### src/rtl/seq_unlock_pkg.sv
// seq_unlock_pkg: state encoding and fault-detection helper for seq_unlock_fsm
package seq_unlock_pkg;
  typedef enum logic [2:0] {
    S_IDLE     = 3'd0,
    S_MATCH    = 3'd1,
    S_UNLOCKED = 3'd2,
    S_LOCKOUT  = 3'd3,
    S_FAULT    = 3'd7
  } state_e;

  function automatic logic fault_check(input logic [2:0] st, input int idx, input int len);
    return !(st inside {S_IDLE, S_MATCH, S_UNLOCKED, S_LOCKOUT, S_FAULT}) ||
           idx > len || (st == S_MATCH && idx == 0);
  endfunction
endpackage

### src/rtl/seq_timer.sv
// seq_timer: loadable down-counter with zero flag, shared by unlock window and lockout
module seq_timer #(
  parameter int W = 4
) (
  input  logic         clk,
  input  logic         rst_n,
  input  logic         i_load,
  input  logic         i_dec,
  input  logic [W-1:0] i_val,
  output logic         o_zero
);
  logic [W-1:0] r_cnt;
  always_ff @(posedge clk or negedge rst_n) begin
    if (!rst_n) r_cnt <= '0;
    else if (i_load) r_cnt <= i_val;
    else if (i_dec && !o_zero) r_cnt <= r_cnt - 1'b1;
  end
  assign o_zero = r_cnt == '0;
endmodule

### src/rtl/seq_unlock_fsm.sv
// seq_unlock_fsm: programmable code-sequence unlock FSM with timed window, lockout and sticky fault
module seq_unlock_fsm
  import seq_unlock_pkg::*;
#(
  parameter int IN_W        = 3,
  parameter int SEQ_LEN     = 4,
  parameter int FAIL_MAX    = 3,
  parameter int UNLOCK_CYC  = 8,
  parameter int LOCKOUT_CYC = 16
) (
  input  logic                           clk,
  input  logic                           rst_n,
  input  logic                           in_valid,
  input  logic [IN_W-1:0]                in_code,
  input  logic                           cfg_load,
  input  logic [SEQ_LEN*IN_W-1:0]        seq_cfg,
  input  logic                           clear,
  output logic [2:0]                     state_o,
  output logic                           unlocked,
  output logic                           locked_out,
  output logic                           fault,
  output logic [$clog2(FAIL_MAX+1)-1:0]  fail_cnt,
  output logic [$clog2(SEQ_LEN+1)-1:0]   match_idx
);
  localparam int IW   = $clog2(SEQ_LEN+1);
  localparam int FW   = $clog2(FAIL_MAX+1);
  localparam int NS   = 1 << IW;
  localparam int TMAX = UNLOCK_CYC > LOCKOUT_CYC ? UNLOCK_CYC : LOCKOUT_CYC;
  localparam int TW   = TMAX > 1 ? $clog2(TMAX) : 1;

  logic [2:0]              r_state, w_state_nx;
  logic [IW-1:0]           r_idx, w_idx_nx, w_cur, w_nxt;
  logic [FW-1:0]           r_fail, w_fail_nx, w_fail_inc;
  logic [SEQ_LEN*IN_W-1:0] r_seq, w_seq_nx;
  logic [IN_W-1:0]         w_seq_arr [NS];
  logic                    w_tload, w_tdec, w_tzero;
  logic [TW-1:0]           w_tval;

  // pad the code table to a power of two so any idx value indexes safely
  for (genvar i = 0; i < NS; i++) begin : g_seq
    if (i < SEQ_LEN) begin : g_used
      assign w_seq_arr[i] = r_seq[i*IN_W +: IN_W];
    end else begin : g_pad
      assign w_seq_arr[i] = '0;
    end
  end

  seq_timer #(.W(TW)) u_timer (
    .clk    (clk),
    .rst_n  (rst_n),
    .i_load (w_tload),
    .i_dec  (w_tdec),
    .i_val  (w_tval),
    .o_zero (w_tzero)
  );

  assign w_cur      = r_state == S_IDLE ? '0 : r_idx;
  assign w_nxt      = w_cur + 1'b1;
  assign w_fail_inc = r_fail + 1'b1;

  always_comb begin
    w_state_nx = r_state;
    w_idx_nx   = r_idx;
    w_fail_nx  = r_fail;
    w_seq_nx   = r_seq;
    w_tload    = 1'b0;
    w_tdec     = 1'b0;
    w_tval     = '0;
    case (r_state)
      S_IDLE, S_MATCH: begin
        if (r_state == S_IDLE && cfg_load) w_seq_nx = seq_cfg;
        if (clear) begin
          w_state_nx = S_IDLE;
          w_idx_nx   = '0;
        end else if (in_valid && in_code == w_seq_arr[w_cur]) begin
          w_idx_nx = w_nxt;
          if (w_nxt == IW'(SEQ_LEN)) begin
            w_state_nx = S_UNLOCKED;
            w_fail_nx  = '0;
            w_tload    = 1'b1;
            w_tval     = TW'(UNLOCK_CYC - 1);
          end else begin
            w_state_nx = S_MATCH;
          end
        end else if (in_valid) begin
          w_idx_nx   = '0;
          w_fail_nx  = w_fail_inc;
          w_state_nx = w_fail_inc == FW'(FAIL_MAX) ? S_LOCKOUT : S_IDLE;
          w_tload    = w_fail_inc == FW'(FAIL_MAX);
          w_tval     = TW'(LOCKOUT_CYC - 1);
        end
      end
      S_UNLOCKED: begin
        w_tdec     = 1'b1;
        w_state_nx = (clear || w_tzero) ? S_IDLE : S_UNLOCKED;
        w_idx_nx   = (clear || w_tzero) ? '0 : r_idx;
      end
      S_LOCKOUT: begin
        w_tdec     = 1'b1;
        w_state_nx = w_tzero ? S_IDLE : S_LOCKOUT;
        w_fail_nx  = w_tzero ? '0 : r_fail;
      end
      S_FAULT: w_state_nx = S_FAULT;
      default: w_state_nx = S_FAULT;
    endcase
    if (fault_check(r_state, 32'(r_idx), SEQ_LEN)) w_state_nx = S_FAULT;
  end

  always_ff @(posedge clk or negedge rst_n) begin
    if (!rst_n) begin
      r_state <= S_IDLE;
      r_idx   <= '0;
      r_fail  <= '0;
      r_seq   <= '0;
    end else begin
      r_state <= w_state_nx;
      r_idx   <= w_idx_nx;
      r_fail  <= w_fail_nx;
      r_seq   <= w_seq_nx;
    end
  end

  assign state_o    = r_state;
  assign unlocked   = r_state == S_UNLOCKED;
  assign locked_out = r_state == S_LOCKOUT;
  assign fault      = r_state == S_FAULT;
  assign fail_cnt   = r_fail;
  assign match_idx  = r_idx;
endmodule
### config.mk
export PLATFORM = sky130hd
export DESIGN_NAME = seq_unlock_fsm
export DESIGN_NICKNAME = d
export VERILOG_FILES = /design/src/rtl/seq_unlock_pkg.sv /design/src/rtl/seq_timer.sv /design/src/rtl/seq_unlock_fsm.sv
export SDC_FILE = /design/constraint.sdc
export NUM_CORES = 1
export LEC_CHECK = 0
export ABC_CLOCK_PERIOD_IN_PS = 5600
export BUFFER_PORTS_ARGS = -buffer_cell sky130_fd_sc_hd__buf_4
export CAP_MARGIN = 20
export CORE_MARGIN = 2
export CORE_UTILIZATION = 55
export CTS_BUF_LIST = sky130_fd_sc_hd__clkbuf_8
export CTS_CLUSTER_DIAMETER = 30
export DETAILED_ROUTE_END_ITERATION = 8
export GPL_ROUTABILITY_DRIVEN = 0
export GPL_TIMING_DRIVEN = 0
export PLACE_DENSITY_LB_ADDON = 0.3
export SYNTH_ARGS = -nofsm -noshare
export SYNTH_HDL_FRONTEND = slang
export SYNTH_SLANG_ARGS = --single-unit
### constraint.sdc
create_clock -name clk -period 5.6 [get_ports clk]
set_input_delay 1.12 -clock clk [delete_from_list [all_inputs] [get_ports clk]]
set_output_delay 1.12 -clock clk [all_outputs]
set_load 0.1 [all_outputs]
==> results of run 1 <==
-- critical path, delay by kind of cell (launching register included) --
family	cells	cell delay, ns
buf+inv	2	0.69
flops	1	0.43
simple gates	2	0.27
-- logic make-up (layout without fill, tap and decap cells) --
family                   after synthesis  after routing  synth area share, %
AND/OR/NAND/NOR                       50             50                 19.3
AO/OA/AOI/OAI                         27             27                 14.1
flip-flops                            24             24                 43.4
multiplexers                          15             15                 11.9
buffers and inverters                 12             46                 4.43
XOR/XNOR                               5              5                 3.17
adder cells (fa/ha/maj)                4              4                 3.62
-- layout make-up --
| class | count | area share [%] |
|---|---|---|
| clock inverters | 1 | 1.75 |
| flip-flops and latches | 24 | 35.0 |
| repair buffers | 30 | 13.1 |
| plain buffers | 5 | 2.04 |
| well taps | 30 | 2.19 |
| multi-input cells | 101 | 42.0 |
| clock buffers | 3 | 2.41 |
| inverters | 7 | 1.53 |
-- power by group --
part	switching, mW	internal [mW]	total, mW
Sequential	0.0396	0.219	0.258
Combinational	0.364	0.138	0.502
Clock	0.0579	0.0957	0.154
Total	0.462	0.452	0.914
-- cell usage in the layout (no fill, tap or decap), drive strengths merged, types with 4 or more instances in the layout --
cell,instances
nor2,10
mux2,12
nor3,6
clkbuf,5
a21oi,6
inv,7
nand2b,4
buf,33
dfrtp,24
ha,4
nand2,13
-- registers in the layout (all words and copies together), names as in the netlist --
register	count
r_seq	12
u_timer.r_cnt	4
match_idx	3
state_o	3
fail_cnt	2
-- how the worst max path moves through the flow --
stage                    start                to  slack, ns  cells past startpoint
CTS                 state_o[1]        locked_out       2.83                      4
global placement    in_code[2]  u_timer.r_cnt[1]       3.01                      6
finish              state_o[1]        locked_out       2.81                      4
detailed placement  state_o[0]  u_timer.r_cnt[1]       2.98                      8
floorplan           state_o[1]        locked_out       1.76                      3
global route        state_o[1]        locked_out       2.71                      4
-- layer usage --
layer	share of wire (%)	global-route usage (%)	vias up
met3	3.8	3.89	11
met4	2.6	15.0	0
met2	53	42.6	40
met5	0	0	-
li1	-	-	559
met1	41	25.4	588
-- through the flow --
step           power, mW  worst slack [ns]  hold slack, ns  instances  area (sq um)
2_1_floorplan      0.652              1.76           0.472        137          1380
3_3_place_gp       0.746              3.01           0.486        197          1650
3_5_place_dp       0.764              2.98           0.490        197          1650
4_1_cts            0.916              2.83           0.510        201          1720
5_1_grt            0.957              2.71           0.533        201          1720
6_report           0.914              2.81           0.505        201          1720
==> results.cfg, run 1 <==
[hold_path]
holdCritStartpoint = r_seq[5]
holdPathEnd = r_seq[5]
hold_depth = 1
hold_class = reg2reg

[detailed_routing]
num_vias = 1198
drt-vias-per-instance = 5.96
dr.pass1.iters = 4
initialDrtViolationCount = 10
drt_wl_total_um = 3070
wl_per_cell_um = 15.3
drc = 0
ant_nets = 0

[critical_path]
crit_slowest_cell = dfrtp_1
r2r_end = u_timer.r_cnt[1]
crit_path_end_kind = output pin
crit_required_ns = 4.48
reg2reg_slack_ns = 2.98
max_stage_delay_ns = 0.43
r2r-start = state_o[0]
start_kind = flop
crit_fanout = 10
r2r_cells = 8
path_class = reg2out
cp_cell_sequence = clkbuf_1 -> nand2_1 -> nor2_1 -> buf_4
arrival_ns = 1.67

[clocking]
cts_buffers = 3
cts_hold_buf = 0
cts_tree = done
htree_levels = 1
post_cts_resized = 0
post_cts_buffers = 0
clkTransAtPathRegs_ns = 0.09
cts_sinks = 24
clkLatencyLatePin_ns = 0.27
cts_max_path_buffers = 2
clk_root_buffer_cell = clkbuf_8

[die]
start_util_pct = 56.8
die_h_um = 54.1
io_pins = 31
fp-row-count = 18
die_w_um = 54.1
die_area_sq_um = 2930
fp.coreArea_sq_um = 2430

[finish]
seq_area_sq_um = 601
fin_util_pct = 70.6
nets = 196
fillCellCount = 194
multi_input_area_sq_um = 721
num_antenna_cells = 0
area_delta_synth_final_pct = 24.2
drive_gt1_share_pct = 31.6

[global_route]
grt.total_usage_pct = 23.7
grt_max_degree = 25
antenna_found_initial = 0
grt_pass1_wl_um = 4980
overflow = 0
grt_pass1_vias = 1252

[synth]
syn_area_sq_um = 1380
synth_edf_count = 0
yosysMostFrequentCell = dfrtp_1
async_flop_share_pct = 100
yosys.area.top_type = dfrtp_1
synth_cell_types = 43
ys_seq_area_share_pct = 43.4
syn_nets = 161
synth_cells = 137
synth-seq-cells = 24
synth.area.top_cells = dfrtp_1 43%, mux2_2 9.8%, ha_1 3.6%
synth.yosys.warnings = 0
synth_ff_type = dfrtp_1
synthTopCellsByCount = 24 x dfrtp_1, 13 x nand2_1, 12 x mux2_2
synth_area_per_cell_sq_um = 10.1
netlist.area_leader.share_pct = 43.4

[pwr]
p_leak_nw = 0.804
p_per_area_nw_per_um2 = 532
ir_drop_mv = 0.483

[placement]
io_buffers = 30
hpwl_um = 2330

[timing]
tightest_slew_ns = 0.547
setup_tns_ns = 0
hold_violations = 0
post-route-period-util_pct = 49.8
fin_crit_ns = 2.79
setup_viol = 0
slew_viol_final = 0
relSlewSlack_pct = 63.2
clock_skew_ns = 0.00843
max_clock_freq_mhz = 359
rsz0062_at_grt = no

[job]
max-cap-violations = 0

[run_status]
status = complete, no violations
Power figures use the tool's default switching activity.
==> inputs of run 2 (changes only) <==
--- a/config.mk
+++ b/config.mk
@@ -5,11 +5,11 @@
 export SDC_FILE = /design/constraint.sdc
 export NUM_CORES = 1
 export LEC_CHECK = 0
-export ABC_CLOCK_PERIOD_IN_PS = 5600
+export ABC_CLOCK_PERIOD_IN_PS = 2500
 export BUFFER_PORTS_ARGS = -buffer_cell sky130_fd_sc_hd__buf_4
 export CAP_MARGIN = 20
 export CORE_MARGIN = 2
-export CORE_UTILIZATION = 55
+export CORE_UTILIZATION = 50
 export CTS_BUF_LIST = sky130_fd_sc_hd__clkbuf_8
 export CTS_CLUSTER_DIAMETER = 30
 export DETAILED_ROUTE_END_ITERATION = 8
==> constraint.sdc (replaced) <==
create_clock -name clk -period 2.5 [get_ports clk]
set_input_delay 0.5 -clock clk [delete_from_list [all_inputs] [get_ports clk]]
set_output_delay 0.5 -clock clk [all_outputs]
set_load 0.1 [all_outputs]
==> run 2 against run 1 <==
Non-clock buffer count grew 3. Clock power grew 48%. Via count shrank 0.58%. Worst hold slack lost 0.38 ns. Largest cell class unchanged. Highest routed layer unchanged. Count of clock-buffer cells in the layout is the same. Core utilization shrank 4.7 points. Setup slack lost 2.8 ns. Routed wire length grew 2.6%. Critical path depth grew 3. Cell area grew 3.1%. Sequential share of layout area is essentially flat. Power grew 120%. Critical path type is now reg2reg.
==> results.cfg, run 2 (synthesis gave the netlist of run 1 again) <==
[critical_path]
critical_path.top_delay_family = simple AND/OR/NAND/NOR gates
worstSetupStartpoint = state_o[2]
r2r-start = state_o[2]
reg2reg_slack_ns = 0.05
r2r_end = u_timer.r_cnt[1]
path_depth = 7
r2r_cells = 7
crit_slowest_cell = or4b_4
arrival_ns = 2.58
path_buf_inv = 0
cp_cell_sequence = nor3_4 -> or3b_4 -> o22ai_1 -> xor2_1 -> or4b_4 -> a32oi_4 -> o211ai_1
start_kind = flop
crit_fanout = 8
crit_required_ns = 2.63
crit_path_end_kind = flop
path_class = reg2reg
max_stage_delay_ns = 0.61
cp-endpoint = u_timer.r_cnt[1]

[run_status]
status = complete, no violations

[finish]
drive_gt1_share_pct = 38.5
final_cell_area_sq_um = 1770
regMostFlops = r_seq
layout_common_cells = 35 x buf_4, 18 x dfrtp_1, 13 x nand2_1, 12 x mux2_2, 9 x nor2_1
layout.cells.non_filler = 205
layout_commonest_cell = buf_4
nets = 199
fillCellCount = 226
largest_reg_flops = 12
reg_top3 = r_seq x12, u_timer.r_cnt x4
area_delta_synth_final_pct = 28.0
num_antenna_cells = 0

[die]
start_util_pct = 51.5
die_w_um = 56.6
die_area_sq_um = 3200
die_h_um = 56.6
fp-row-count = 19
io_pins = 31
fp.coreArea_sq_um = 2690

[clocking]
cts_buffers = 3
clkTransAtPathRegs_ns = 0.08
clk_root_buffer_cell = clkbuf_8
cts_tree = done
cts_sinks = 24
cts_max_path_buffers = 2
clkLatencyLatePin_ns = 0.26
htree_levels = 1

[timing]
post-route-period-util_pct = 98.0
setup_viol = 0
tightest_slew_ns = 0.605
max_clock_freq_mhz = 408
slew_viol_final = 0
hold_violations = 0
fin_crit_ns = 2.45
relSlewSlack_pct = 59.1
clock_skew_ns = 0.00273
whs_ns = 0.124
rsz0062_at_grt = yes
worst_slack_ns = 0.0495

[pwr]
p_per_area_nw_per_um2 = 1130
ir_drop_mv = 1.10
power_mw = 2.00
p_int_uw = 941
seqPwrFrac_pct = 30.6
combinationalPowerShare_pct = 58.0
p_leak_nw = 0.820
p_sw_mw = 1.06
swShare_pct = 52.9
pwr-share-clk_pct = 11.4

[global_route]
grt_max_degree = 25
overflow = 0
grt.total_usage_pct = 21.3
grt_pass1_vias = 1240
antenna_found_initial = 0
grt_pass1_wl_um = 5350

[hold_path]
hold_class = in2async

[placement]
post-place-ws_ns = -0.0201
io_buffers = 30
placed_area_sq_um = 1680
dp.cells = 198
hpwl_um = 2370

[detailed_routing]
num_vias = 1191
drc = 0
drt_wl_total_um = 3150
drt-vias-per-instance = 5.81
wl_per_cell_um = 15.4
initialDrtViolationCount = 29
dr.pass1.iters = 4
ant_nets = 0

[job]
max-cap-violations = 0
==> run 2: layout make-up <==
type,instances,area [sq um],share of cell area (%)
clock inverter,1,3.75,0.212
buffer,4,26.3,1.49
timing repair buffer,34,255,14.4
sequential,24,618,34.9
clock buffer,3,41.3,2.33
inverter,7,26.3,1.49
tap,31,38.8,2.19
multi-input combinational,101,759,42.9
==> run 2: timing repair <==
action / in CTS / in global routing
hold buffers: 0 / 0
buffers inserted: 2 / 2
pin swaps: 4 / 7
setup endpoints to repair: 2 / 3
cloned: 0 / 0
gates resized for setup: 0 / 4
==> run 2: worst min-delay path by stage <==
stage | cells after the start | endpoint | start | slack [ns]
6_report | 1 | state_o[2] | rst_n | 0.12
5_1_grt | 1 | state_o[2] | rst_n | 0.13
4_1_cts | 1 | state_o[2] | rst_n | 0.13
3_5_place_dp | 1 | state_o[2] | rst_n | 0.42
3_3_place_gp | 1 | state_o[2] | rst_n | 0.41
2_1_floorplan | 0 | fail_cnt[0] | rst_n | 0.20
==> run 2: power by group through the flow <==
stage	logic [mW]	clock network [mW]	registers (mW)
global route	1.23	0.258	0.625
CTS	1.15	0.234	0.612
finish	1.16	0.228	0.611
detailed placement	1.13	0	0.620
global placement	1.10	0	0.605
floorplan	0.607	0	0.890
==> run 2: routing by layer <==
layer / up-vias / share of wire, % / GRT usage [%]
li1: 571 / - / -
met1: 566 / 41 / 26.9
met2: 50 / 53 / 36.9
met3: 4 / 5.1 / 2.30
met4: 0 / 1.2 / 8.50
met5: - / 0 / 0
==> run 2: stage by stage <==
step           utilization, %  setup TNS (ns)
2_1_floorplan               -         -0.0594
3_3_place_gp             62.6               0
3_5_place_dp             62.6         -0.0201
4_1_cts                  64.4               0
5_1_grt                  65.9         -0.0367
6_report                 65.9               0
==> inputs of run 3 (changes only) <==
--- a/config.mk
+++ b/config.mk
@@ -16,6 +16,7 @@
 export GPL_ROUTABILITY_DRIVEN = 0
 export GPL_TIMING_DRIVEN = 0
 export PLACE_DENSITY_LB_ADDON = 0.3
+export REMOVE_ABC_BUFFERS = 1
 export SYNTH_ARGS = -nofsm -noshare
 export SYNTH_HDL_FRONTEND = slang
 export SYNTH_SLANG_ARGS = --single-unit
==> run 3 against run 2 <==
Count of clock-buffer cells in the layout unchanged. Clock power about the same. Critical path depth did not move. Sequential power about the same. Critical path type unchanged. Sequential cell count unchanged. Largest cell class unchanged. Sequential share of layout area is 0.069 points lower. Routed wire length down 0.76%. Clock skew hardly changed. Global-route usage is 1.8 points lower. Fmax rose by 1.5%. Non-clock buffer count stayed put.
==> results.cfg, run 3 (synthesis gave the netlist of run 1 again) <==
[pwr]
power_mw = 2.01
p_sw_mw = 1.06
swShare_pct = 52.7
p_per_area_nw_per_um2 = 1160
seqPwrFrac_pct = 30.3
p_int_uw = 950
combinationalPowerShare_pct = 58.4
p_leak_nw = 0.817
pwr-share-clk_pct = 11.2
ir_drop_mv = 1.38

[timing]
max_clock_freq_mhz = 414
slew_viol_final = 0
relSlewSlack_pct = 53.6
rsz0062_at_grt = no
setup_viol = 0
setup_tns_ns = 0
tightest_slew_ns = 0.691
post-route-period-util_pct = 96.5
clock_skew_ns = 0.00239
hold_violations = 0
fin_crit_ns = 2.41

[critical_path]
r2r-start = state_o[2]
arrival_ns = 2.55
crit_fanout = 8
r2r_cells = 7
reg2reg_slack_ns = 0.09
crit_required_ns = 2.64
start_kind = flop
cp-endpoint = u_timer.r_cnt[1]
crit_path_end_kind = flop
worstSetupStartpoint = state_o[2]
path_class = reg2reg
r2r_end = u_timer.r_cnt[1]

[die]
die_w_um = 56.6
fp.coreArea_sq_um = 2690
io_pins = 31
fp-row-count = 19
die_area_sq_um = 3200
start_util_pct = 51.5
die_h_um = 56.6

[detailed_routing]
num_vias = 1186
drt-vias-per-instance = 5.81
ant_nets = 0
dr.pass1.iters = 4
wl_per_cell_um = 15.3
drc = 0
initialDrtViolationCount = 45
drt_wl_total_um = 3130

[global_route]
grt_max_degree = 25
grt.total_usage_pct = 19.5
antenna_found_initial = 0
overflow = 0
grt_pass1_wl_um = 4940
grt_pass1_vias = 1178

[clocking]
clkLatencyLatePin_ns = 0.27
cts_sinks = 24
clkTransAtPathRegs_ns = 0.08
cts_max_path_buffers = 2
cts_buffers = 3
htree_levels = 1
cts_tree = done
clk_root_buffer_cell = clkbuf_8
cts_hold_buf = 0

[finish]
layout.cells.non_filler = 204
drive_gt1_share_pct = 37.6
nets = 199
area_delta_synth_final_pct = 25.9
largest_reg_flops = 12
fillCellCount = 211
layout_commonest_cell = buf_4
regMostFlops = r_seq
layout_common_cells = 36 x buf_4, 19 x dfrtp_1, 13 x nand2_1, 12 x mux2_2, 10 x nor2_1
num_antenna_cells = 0
reg_top3 = r_seq x12, u_timer.r_cnt x4
fin_util_pct = 64.8

[placement]
io_buffers = 30
dp.cells = 193
hpwl_um = 2140

[hold_path]
hold_class = in2async

[job]
max-cap-violations = 0

[run_status]
status = complete, no violations
-- run 3: layout make-up --
type,instances,area [sq um],area share (%)
Multi-Input combinational cell,101,747,42.9
Sequential cell,24,607,34.9
Timing Repair Buffer,38,280,16.1
Clock buffer,3,41.3,2.37
Tap cell,31,38.8,2.23
Inverter,7,26.3,1.51
-- run 3: critical path, stage by stage (launching register included) --
cell      delay, ns
dfrtp_2        0.47
o31a_1         0.37
nor2_1         0.17
o22ai_2        0.09
xor2_1         0.16
or4b_4         0.62
a32oi_4        0.27
o211ai_1       0.12
-- run 3: per-layer routing --
metal / GRT usage [%] / part of all wire [%] / vias to the layer above
met1: 22.6 / 40 / 564
li1: - / - / 567
met3: 2.76 / 5.7 / 4
met4: 8.50 / 0.96 / 0
met2: 35.4 / 53 / 51
met5: 0 / 0 / -
-- run 3: how the worst min path moves through the flow --
stage | start | endpoint | slack (ns)
global placement | rst_n | u_timer.r_cnt[2] | 0.41
detailed placement | rst_n | u_timer.r_cnt[2] | 0.42
finish | rst_n | u_timer.r_cnt[1] | 0.12
global route | rst_n | u_timer.r_cnt[2] | 0.13
floorplan | rst_n | fail_cnt[0] | 0.20
CTS | rst_n | u_timer.r_cnt[2] | 0.13
-- run 3: power by group through the flow --
stage                     Clock (mW)  Sequential, mW  Combinational [mW]
after floorplan                    0           0.888               0.547
after global placement             0           0.619                1.03
after detailed placement           0           0.629                1.05
after CTS                      0.233           0.633                1.05
after global routing           0.247           0.621                1.24
final                          0.226           0.610                1.17
-- run 3: through the flow --
stage | hold WS [ns] | worst slack, ns | instance area [sq um]
6_report | 0.119 | 0.0865 | 1740
2_1_floorplan | 0.204 | -0.573 | 1350
3_5_place_dp | 0.415 | -0.132 | 1610
5_1_grt | 0.130 | 0.0125 | 1740
4_1_cts | 0.126 | 0.00849 | 1660
3_3_place_gp | 0.411 | -0.0840 | 1610
-- run 3: timing repair --
item,4_1_cts,5_1_grt
pin swaps,0,2
gates resized for setup,4,5
setup buffers,0,8
endpoints found under the hold margin,0,0
setup endpoints to repair,3,4
